## src/rtl/bcd_counter_2digit.sv

```systemverilog
// Two-digit BCD up/down counter (00..99) advanced by an internal prescaler tick.
// Run/stop toggling and clear come from asynchronous push buttons that are
// synchronized and edge-detected here; the counting direction is a synchronized level.
// Digits, run state, tick and carry/borrow pulses are all registered outputs.
module bcd_counter_2digit #(
    parameter int P_TICK_DIV = 50_000_000,
    parameter int P_CNT_W    = 26
) (
    input  logic       i_Clk,
    input  logic       i_Rst,
    input  logic       i_BtnRun,
    input  logic       i_BtnClr,
    input  logic       i_Up,
    output logic [3:0] o_NumA,
    output logic [3:0] o_NumB,
    output logic       o_Run,
    output logic       o_Tick,
    output logic       o_Carry
);

    typedef enum logic {
        ST_STOP = 1'b0,
        ST_RUN  = 1'b1
    } state_t;

    localparam logic [P_CNT_W-1:0] TICK_LAST = P_CNT_W'(P_TICK_DIV - 1);

    // Button shift registers: [0] first sync stage, [1] second sync stage,
    // [2] previous value of [1] for rising-edge detection.
    logic [2:0] run_sync_q, run_sync_d;
    logic [2:0] clr_sync_q, clr_sync_d;
    logic [1:0] up_sync_q, up_sync_d;

    state_t             state_q, state_d;
    logic [P_CNT_W-1:0] presc_q, presc_d;
    logic [3:0]         tens_q, tens_d;
    logic [3:0]         ones_q, ones_d;
    logic               tick_q, tick_d;
    logic               carry_q, carry_d;

    logic run_pulse;
    logic clr_pulse;
    logic up_s;
    logic tick_now;

    // Shift the raw inputs into the synchronizer chains and derive edge pulses.
    always_comb begin
        run_sync_d = {run_sync_q[1:0], i_BtnRun};
        clr_sync_d = {clr_sync_q[1:0], i_BtnClr};
        up_sync_d  = {up_sync_q[0], i_Up};
        run_pulse  = run_sync_q[1] & ~run_sync_q[2];
        clr_pulse  = clr_sync_q[1] & ~clr_sync_q[2];
        up_s       = up_sync_q[1];
    end

    // Next-state logic: clear overrides everything; a tick step and a run toggle
    // in the same cycle both take effect.
    always_comb begin
        state_d  = state_q;
        presc_d  = presc_q;
        tens_d   = tens_q;
        ones_d   = ones_q;
        tick_d   = 1'b0;
        carry_d  = 1'b0;
        tick_now = (state_q == ST_RUN) && (presc_q == TICK_LAST);

        if (clr_pulse) begin
            state_d = ST_STOP;
            presc_d = '0;
            tens_d  = 4'd0;
            ones_d  = 4'd0;
        end else begin
            if (state_q == ST_RUN) begin
                presc_d = tick_now ? '0 : presc_q + P_CNT_W'(1);
            end

            if (tick_now) begin
                tick_d = 1'b1;
                if (up_s) begin
                    if (ones_q == 4'd9) begin
                        ones_d = 4'd0;
                        if (tens_q == 4'd9) begin
                            tens_d  = 4'd0;
                            carry_d = 1'b1;
                        end else begin
                            tens_d = tens_q + 4'd1;
                        end
                    end else begin
                        ones_d = ones_q + 4'd1;
                    end
                end else begin
                    if (ones_q == 4'd0) begin
                        ones_d = 4'd9;
                        if (tens_q == 4'd0) begin
                            tens_d  = 4'd9;
                            carry_d = 1'b1;
                        end else begin
                            tens_d = tens_q - 4'd1;
                        end
                    end else begin
                        ones_d = ones_q - 4'd1;
                    end
                end
            end

            if (run_pulse) begin
                state_d = (state_q == ST_RUN) ? ST_STOP : ST_RUN;
            end
        end
    end

    // State, prescaler, digits, pulse outputs and synchronizers with async reset.
    always_ff @(posedge i_Clk or negedge i_Rst) begin
        if (!i_Rst) begin
            run_sync_q <= 3'b000;
            clr_sync_q <= 3'b000;
            up_sync_q  <= 2'b00;
            state_q    <= ST_STOP;
            presc_q    <= '0;
            tens_q     <= 4'd0;
            ones_q     <= 4'd0;
            tick_q     <= 1'b0;
            carry_q    <= 1'b0;
        end else begin
            run_sync_q <= run_sync_d;
            clr_sync_q <= clr_sync_d;
            up_sync_q  <= up_sync_d;
            state_q    <= state_d;
            presc_q    <= presc_d;
            tens_q     <= tens_d;
            ones_q     <= ones_d;
            tick_q     <= tick_d;
            carry_q    <= carry_d;
        end
    end

    assign o_NumA  = tens_q;
    assign o_NumB  = ones_q;
    assign o_Run   = (state_q == ST_RUN);
    assign o_Tick  = tick_q;
    assign o_Carry = carry_q;

endmodule

```

## config.mk

```make
export PLATFORM = sky130hd
export DESIGN_NAME = bcd_counter_2digit
export DESIGN_NICKNAME = d
export VERILOG_FILES = /design/src/rtl/bcd_counter_2digit.sv
export SDC_FILE = /design/constraint.sdc
export NUM_CORES = 1
export LEC_CHECK = 0
export CORE_MARGIN = 10
export CORE_UTILIZATION = 60
export CTS_CLUSTER_SIZE = 25
export DETAILED_ROUTE_END_ITERATION = 7
export GPL_TIMING_DRIVEN = 0
export PLACE_DENSITY = 0.87
export SLEW_MARGIN = 20
export SYNTH_ARGS = -nofsm -noshare
export SYNTH_HDL_FRONTEND = slang
export SYNTH_SLANG_ARGS = --single-unit
```

## constraint.sdc

```tcl
create_clock -name i_Clk -period 4.4 [get_ports i_Clk]
set_input_delay 0.44 -clock i_Clk [delete_from_list [all_inputs] [get_ports i_Clk]]
set_output_delay 0.44 -clock i_Clk [all_outputs]
set_load 0.05 [all_outputs]
```

==> flow_metrics.tcl, run 1 <==
set metrics [dict create \
    status "completed" \
    synth_edf_count 0 \
    cts_hold_buf 0 \
    met1_usage_pct 20.1 \
    placementRows 23 \
    syn2layout_area_growth_pct 12.6 \
    netlist.area_leader.share_pct 44.5 \
    grt_use_met3_pct 3.73 \
    dr_total_vias 2181 \
    synth_ff_type "dfrtp_1" \
    start_kind "register" \
    timing.final.hold_violations 0 \
    reg2reg_depth 7 \
    swShare_pct 26.1 \
    drt-wirelength-per-cell_um 15.6 \
    cp_max_fo 10 \
    grt-ovfl-total 0 \
    slew_violations 0 \
    ys_ff_latch 45 \
    regArea_mm2 0.00113 \
    drtAntennaViolNets 0 \
    finClkSkew_ns 0.00959 \
    clk_latency_ns 0.31 \
    antenna_found_initial 0 \
    synth_area_leader_cell "dfrtp_1" \
    synth_common_cells "dfrtp_1, a21oi_1, nor2_1" \
    grt_pass1_wl_um 9560 \
    grt-busiest-layer "met2" \
    switchingPower_mw 0.206 \
    grt.total_usage_pct 15.4 \
    routed_wl_um 5320 \
    cts_buffer_depth 2 \
    p_leak_nw 1.12 \
    portBuffers 15 \
    setup_tns_ns 0 \
    r2r_end "o_NumB[2]" \
    critical_path.endpoint_type "register" \
    clkPwrFrac_pct 33.6 \
    critPathKind "reg2reg" \
    power_mw 0.788 \
    n_antenna_cell 0 \
    startpoint "presc_q[0]" \
    worstPathArrival_ns 2.54 \
    place.gp.congestion 0.884 \
    multi_input_area_mm2 0.00129 \
    drcViolationCount 0 \
    slew_headroom_pct 60.2 \
    max_freq_mhz 427 \
    hp-class "in2async" \
    pwr_density_cell_mw_per_mm2 277 \
    grt.met2_usage_pct 24.5 \
    synth_area_per_cell_um2 9.44 \
    cp.required_ns 4.60 \
    drt_first_pass_iters 4 \
    nets 297 \
    synth_nets 274 \
    core-area_mm2 0.00403 \
    vdd_drop_max_uv 273 \
    vias_per_cell 6.40 \
    grt_max_degree 27 \
    die_w_um 84.9 \
    die_area_mm2 0.00721 \
    internal_power_mw 0.583 \
    reg2reg_from "presc_q[0]" \
    drtIter0Drc 145 \
    rsz0062_at_grt "no" \
    reg2reg_slack_ns 2.06 \
    synthTopCellsByArea "dfrtp_1, a21oi_1, xor2_1" \
    async_flop_share_pct 100 \
    die_y_um 84.9 \
    seq_area_frac_synth_pct 44.5 \
    grt_pass1_vias 2078 \
    yosysMostFrequentCell "dfrtp_1" \
    setup_viol 0 \
    clkSlewWorstSetupHoldPaths_ns 0.09 \
    max_cap_violations 0 \
    crit_end "o_NumB[2]" \
    tritoncts "built" \
    synth_cell_types 50 \
    clockRootBuffer "clkbuf_8" \
    initial_core_util_pct 62.8 \
    hpwl_um 3870 \
    worst_pin_slew_ns 0.591 \
    synthCells 268 \
    comb_power_share_pct 10.4 \
    period_needed_ns 2.34 \
    fill_cells 324 \
    netlist_area_mm2 0.00253 \
    ys_warn_count 0 \
    power_frac_seq_pct 56.1 \
    fin_crit_sh_pct 53.2 \
    post_cts_buffers 0 \
    pin_count 16 \
    cts-htree-levels 2 \
    drive_above_1_share_pct 6.53 \
    post_cts_resized 0 \
    cts.sinks 45 \
    numCtsBuffers 5 \
]
[worst min-delay path by stage]
stage                            start       endpoint  slack (ns)  depth (start not counted)
final                            i_Rst      o_NumA[3]        0.09                          1
after floorplan                  i_Rst  clr_sync_q[0]        0.14                          0
after global placement    up_sync_q[0]   up_sync_q[1]        0.34                          0
after CTS                        i_Rst      o_NumB[2]         0.1                          1
after global routing             i_Rst  clr_sync_q[2]        0.11                          1
after detailed placement  up_sync_q[0]   up_sync_q[1]        0.35                          0
[cell usage in the layout (no fill, tap or decap), drive strengths merged, types with 2 or more instances in the layout]
master	netlist	layout
dfrtp	45	45
clkbuf	16	22
a21oi	18	18
nor2	17	17
nand2	14	14
clkdlybuf4s50	0	14
o21ai	13	13
nand3	11	11
and3	10	10
xor2	10	10
o31ai	9	9
or4	9	9
or3	8	8
buf	6	8
nor4	7	7
and4	7	7
nand2b	6	6
nand4	6	6
o2111ai	5	5
nor2b	4	4
nor3	4	4
xnor2	4	4
inv	4	4
and2	3	3
mux2i	3	3
a211oi	3	3
nand3b	3	3
a41oi	2	2
a31oi	2	2
o211ai	2	2
o311ai	2	2
o32ai	2	2
[registers in the layout (all words and copies together), names as in the netlist]
name        count
presc_q        26
o_NumA          4
o_NumB          4
clr_sync_q      3
run_sync_q      3
up_sync_q       2
o_Carry         1
o_Run           1
o_Tick          1
[critical path: stages (launching register included)]
cell and delay [ns]:
dfrtp_1 0.41, ha_1 0.20, and3_1 0.15, clkbuf_1 0.26
nand3_1 0.25, clkbuf_1 0.27, or3_4 0.45, o32ai_1 0.25
[cell type report]
cell class	instances	area share [%]
inverters	4	0.527
well taps	50	2.20
plain buffers	22	3.34
clock inverters	1	0.264
clock buffers	6	2.90
multi-input cells	197	45.4
flip-flops and latches	45	39.5
repair buffers	16	5.80
[per-stage QoR]
| stage | hold slack, ns | std cells | setup slack, ns | util (%) | cell area [um2] |
|---|---|---|---|---|---|
| final | 0.0871 | 341 | 2.06 | 70.7 | 2850 |
| after global routing | 0.111 | 341 | 1.93 | 70.7 | 2850 |
| after CTS | 0.0951 | 341 | 2.08 | 70.7 | 2850 |
| after detailed placement | 0.348 | 334 | 2.10 | 68.4 | 2760 |
| after global placement | 0.336 | 333 | 1.71 | 68.1 | 2740 |
| after floorplan | 0.144 | 268 | 2.09 | - | 2530 |
[kinds of logic (layout without fill, tap and decap cells)]
group | after synthesis | after routing | synth area share [%]
AOI/OAI and AO/OA | 67 | 67 | 18.6
xor gates and xnor gates | 14 | 14 | 4.85
adders and majority gates | 1 | 1 | 0.494
buffers and inverters | 26 | 49 | 4.35
DFF | 45 | 45 | 44.5
muxes | 3 | 3 | 1.19
and+or+nand+nor | 112 | 112 | 26.0
[power by group through the flow]
| stage | Sequential [mW] | Combinational (mW) | Clock, mW |
|---|---|---|---|
| finish | 0.442 | 0.0818 | 0.265 |
| global route | 0.446 | 0.0915 | 0.287 |
| CTS | 0.442 | 0.0829 | 0.267 |
| detailed placement | 0.450 | 0.0811 | 0 |
| global placement | 0.449 | 0.0782 | 0 |
| floorplan | 0.455 | 0.0448 | 0 |
[layer usage]
layer	vias up	part of all wire [%]
met5	-	0
met4	0	1.4
met3	9	5.3
met2	52	49
met1	1063	45
li1	1057	-
No activity file was read; power rests on OpenSTA's default activity.
==> run 2, diff against run 1 <==
--- a/config.mk
+++ b/config.mk
@@ -6,11 +6,11 @@
 export NUM_CORES = 1
 export LEC_CHECK = 0
 export CORE_MARGIN = 10
-export CORE_UTILIZATION = 60
+export CORE_UTILIZATION = 59
 export CTS_CLUSTER_SIZE = 25
 export DETAILED_ROUTE_END_ITERATION = 7
 export GPL_TIMING_DRIVEN = 0
-export PLACE_DENSITY = 0.87
+export PLACE_DENSITY = 0.85
 export SLEW_MARGIN = 20
 export SYNTH_ARGS = -nofsm -noshare
 export SYNTH_HDL_FRONTEND = slang
==> constraint.sdc (replaced) <==
create_clock -name i_Clk -period 2.2 [get_ports i_Clk]
set_input_delay 0.22 -clock i_Clk [delete_from_list [all_inputs] [get_ports i_Clk]]
set_output_delay 0.22 -clock i_Clk [all_outputs]
set_load 0.05 [all_outputs]
==> flow_metrics.tcl, run 2 (synthesized netlist as in run 1, its figures left out) <==
set metrics [dict create \
    status "completed" \
    drtAntennaViolNets 0 \
    dr_total_vias 2250 \
    initial_core_util_pct 61.9 \
    portBuffers 15 \
    nets 302 \
    drive_above_1_share_pct 10.8 \
    place.gp.congestion 0.851 \
    routed_wl_um 5700 \
    dpl_worst_slack_ns -0.101 \
    hpwl_um 3910 \
    finClkSkew_ns 0.00978 \
    startpoint "presc_q[16]" \
    drtIter0Drc 261 \
    grt-busiest-layer "met2" \
    grt.total_usage_pct 15.9 \
    setup_viol 0 \
    dpl.cell_count 334 \
    drt_first_pass_iters 4 \
    pwr_density_cell_mw_per_mm2 604 \
    met1_usage_pct 19.9 \
    top_register "presc_q" \
    grt_max_degree 26 \
    hp-class "in2reg" \
    worst_pin_slew_ns 0.567 \
    cp_max_fo 10 \
    final_cell_mix "dfrtp_1, a21oi_1, nor2_1" \
    n_antenna_cell 0 \
    clkSlewWorstSetupHoldPaths_ns 0.09 \
    timing.final.hold_violations 0 \
    layout_setup_ws_ns 0.0695 \
    placementRows 23 \
    critical_path.endpoint_type "register" \
    clk_latency_ns 0.30 \
    antenna_found_initial 0 \
    largest_register_ffs 26 \
    fill_cells 310 \
    core-area_mm2 0.00409 \
    drt-wirelength-per-cell_um 16.4 \
    fin_crit_sh_pct 96.8 \
    setup_tns_ns 0 \
    min_from "i_Up" \
    final_cells 347 \
    syn2layout_area_growth_pct 17.5 \
    die_y_um 85.5 \
    vdd_drop_max_uv 509 \
    die_w_um 85.5 \
    tritoncts "built" \
    start_kind "register" \
    clockRootBuffer "clkbuf_8" \
    placed_cell_area_mm2 0.00277 \
    reg2reg_from "presc_q[16]" \
    final_common_cell "dfrtp_1" \
    timing.critical_path.mode_cell "buf_6" \
    max_cap_violations 0 \
    reg2reg_slack_ns 0.07 \
    numCtsBuffers 5 \
    critPathMaxStageDelay_ns 0.52 \
    cpMaxStageDelayCell "or4_4" \
    cp.required_ns 2.38 \
    max_freq_mhz 469 \
    drcViolationCount 0 \
    critPathKind "reg2reg" \
    grt_use_met3_pct 3.35 \
    whs_ns 0.354 \
    die_area_mm2 0.00731 \
    grt_pass1_vias 2132 \
    cp_cell_sequence "nand4bb_1, or4_4, buf_6, o31ai_4, buf_4, buf_6, nor2_1" \
    slew_headroom_pct 61.9 \
    worstPathArrival_ns 2.32 \
    final_area_mm2 0.00297 \
    p_leak_nw 1.19 \
    cts.sinks 45 \
    pin_count 16 \
    period_needed_ns 2.13 \
    grt_pass1_wl_um 9820 \
    slew_violations 0 \
    grt.met2_usage_pct 26.0 \
    cts-htree-levels 2 \
    grt-ovfl-total 0 \
    vias_per_cell 6.48 \
    cts_buffer_depth 2 \
]
run 2: changes by cell type in the layout (fill, tap and decap cells not counted), moves of 2 or more:
cell	delta
buf_2	-2
buf_4	+5
buf_6	+2
clkbuf_2	+2
dfrtp_2	+2
clkbuf_1	-3
dfrtp_1	-2
bufinv_16	+2
run 2: cell type report:
cell class	count	area (um2)	share of cell area (%)
multi-input cells	197	1310	43.9
inverters	4	15.0	0.505
well taps	50	62.6	2.10
clock inverters	3	65.1	2.19
plain buffers	20	101	3.41
repair buffers	23	225	7.58
clock buffers	5	68.8	2.31
flip-flops and latches	45	1130	38.0
run 2: worst paths after layout:
check / to / cells after the start
setup / recovery: presc_q[2] / 7
hold / removal: up_sync_q[0] / 1
setup reg to reg: presc_q[2] / 7
max in group asynchronous: o_Run / 3
min in group asynchronous: presc_q[20] / 2
hold reg to reg: up_sync_q[1] / 0
run 2: timing repair:
item,CTS,global route
resized for setup,1,12
endpoints found under the hold margin,20,0
setup buffers,0,5
gates cloned,0,1
endpoints found under the setup margin,5,25
pin swaps,0,1
hold buffers,1,0
run 2: power by group:
| group | internal [mW] | switching (mW) |
|---|---|---|
| Sequential | 0.858 | 0.0365 |
| Combinational | 0.0660 | 0.0977 |
| Clock | 0.451 | 0.285 |
| Total | 1.38 | 0.420 |
run 2: worst max-delay path, delay by kind of cell, from the launching register on:
kind | cells | cell delay, ns
DFF | 1 | 0.45
and+or+nand+nor | 3 | 0.78
AOI/OAI and AO/OA | 1 | 0.31
buffers and inverters | 3 | 0.47
run 2: metal layers:
layer,vias up,routed length [um]
met3,13,254
met5,-,0
met1,1114,2540
met2,54,2790
met4,0,119
li1,1069,-
run 2: stage by stage:
stage               utilization (%)  total power, mW
floorplan                         -             1.00
global placement               67.1             1.06
detailed placement             67.7             1.06
CTS                            71.2             1.79
global route                   72.7             1.87
finish                         72.7             1.79
==> run 3, diff against run 2 <==
==> constraint.sdc (replaced) <==
create_clock -name i_Clk -period 2.2 [get_ports i_Clk]
set_input_delay 0.44 -clock i_Clk [delete_from_list [all_inputs] [get_ports i_Clk]]
set_output_delay 0.44 -clock i_Clk [all_outputs]
set_load 0.05 [all_outputs]
==> flow_metrics.tcl, run 3 (synthesized netlist as in run 1, its figures left out) <==
set metrics [dict create \
    worstPathArrival_ns 2.32 \
    fill_cells 310 \
    cts_buffer_depth 2 \
    status "completed" \
    slew_violations 0 \
    finClkSkew_ns 0.00796 \
    routed_wl_um 5640 \
    tritoncts "built" \
    cp_max_fo 10 \
    drtIter0Drc 221 \
    regArea_mm2 0.00113 \
    startpoint "presc_q[16]" \
    drtAntennaViolNets 0 \
    slew_headroom_pct 61.8 \
    final_cells 346 \
    pwr_density_cell_mw_per_mm2 606 \
    clk_latency_ns 0.30 \
    final_common_cell "dfrtp_1" \
    core-area_mm2 0.00409 \
    nets 301 \
    grt_pass1_wl_um 9780 \
    die_area_mm2 0.00731 \
    p_leak_nw 1.18 \
    grt_pass1_vias 2134 \
    grt.total_usage_pct 15.9 \
    place.gp.congestion 0.851 \
    pin_count 16 \
    setup_viol 0 \
    drive_above_1_share_pct 10.8 \
    drt_first_pass_iters 4 \
    cts-htree-levels 2 \
    drcViolationCount 0 \
    post-route-util_pct 72.5 \
    grt-ovfl-total 0 \
    max_cap_violations 0 \
    cts_hold_buf 0 \
    critPathKind "reg2reg" \
    clkSlewWorstSetupHoldPaths_ns 0.09 \
    dpl.cell_count 334 \
    cp.required_ns 2.39 \
    multi_input_area_mm2 0.00131 \
    grt_max_degree 26 \
    top_register "presc_q" \
    hpwl_um 3910 \
    final_cell_mix "dfrtp_1, a21oi_1, nor2_1" \
    antenna_found_initial 0 \
    syn2layout_area_growth_pct 17.1 \
    reg2reg_from "presc_q[16]" \
    numCtsBuffers 5 \
    start_kind "register" \
    vdd_drop_max_uv 511 \
    whs_ns 0.0984 \
    dr_total_vias 2244 \
    max_freq_mhz 468 \
    n_antenna_cell 0 \
    drt-wirelength-per-cell_um 16.3 \
    setup_tns_ns 0 \
    portBuffers 15 \
    clockRootBuffer "clkbuf_8" \
    critical_path.endpoint_type "register" \
    worst_pin_slew_ns 0.568 \
    placementRows 23 \
    largest_register_ffs 26 \
    power_mw 1.79 \
    vias_per_cell 6.49 \
    hp-class "in2async" \
    cts.sinks 45 \
    die_w_um 85.5 \
    fin_crit_sh_pct 97.1 \
    timing.final.hold_violations 0 \
    initial_core_util_pct 61.9 \
    period_needed_ns 2.14 \
    die_y_um 85.5 \
]
-- run 3: layout make-up --
class	instances	area share (%)
multi-input cells	197	44.1
clock inverters	3	2.20
flip-flops and latches	45	38.1
clock buffers	5	2.32
inverters	4	0.507
well taps	50	2.11
repair buffers	22	7.26
plain buffers	20	3.42
-- run 3: power by group --
group / internal (mW) / leakage (nW) / switching, mW
combinational: 0.0648 / 0.510 / 0.0973
clock: 0.451 / 0.0681 / 0.287
sequential: 0.858 / 0.604 / 0.0360
total: 1.37 / 1.18 / 0.420
-- run 3: layer usage --
layer  track usage (%)  part of all wire, %
met4              6.89                  2.1
met1              19.6                   43
met3              3.35                  5.0
met5                 0                    0
met2              26.0                   50
-- run 3: worst paths after layout --
check	end	slack, ns	depth (start not counted)
worst max-delay path	presc_q[2]	0.06	7
worst min-delay path	up_sync_q[0]	0.1	1
worst max register to register	presc_q[2]	0.06	7
worst min register to register	up_sync_q[1]	0.36	0
max in group asynchronous	o_Run	1.60	2
min in group i_Clk	up_sync_q[1]	0.36	0
-- run 3: what timing repair did --
item,in CTS,in global routing
cloned,0,1
setup buffers,0,5
endpoints found under the hold margin,0,0
resized for setup,1,12
endpoints found under the setup margin,5,25
pin swaps,0,1
-- run 3: critical path, stage by stage (launching register included) --
cell	delay (ns)
dfrtp_2	0.45
nand4bb_1	0.21
or4_4	0.52
buf_6	0.16
o31ai_4	0.32
buf_4	0.18
buf_6	0.13
nor2_1	0.05
-- run 3: metrics by stage --
stage / setup slack [ns] / instance area, um2
after floorplan: 0.0276 / 2530
after global placement: -0.610 / 2740
after detailed placement: -0.101 / 2770
after CTS: 0.0278 / 2900
after global routing: -0.00781 / 2960
final: 0.0638 / 2960
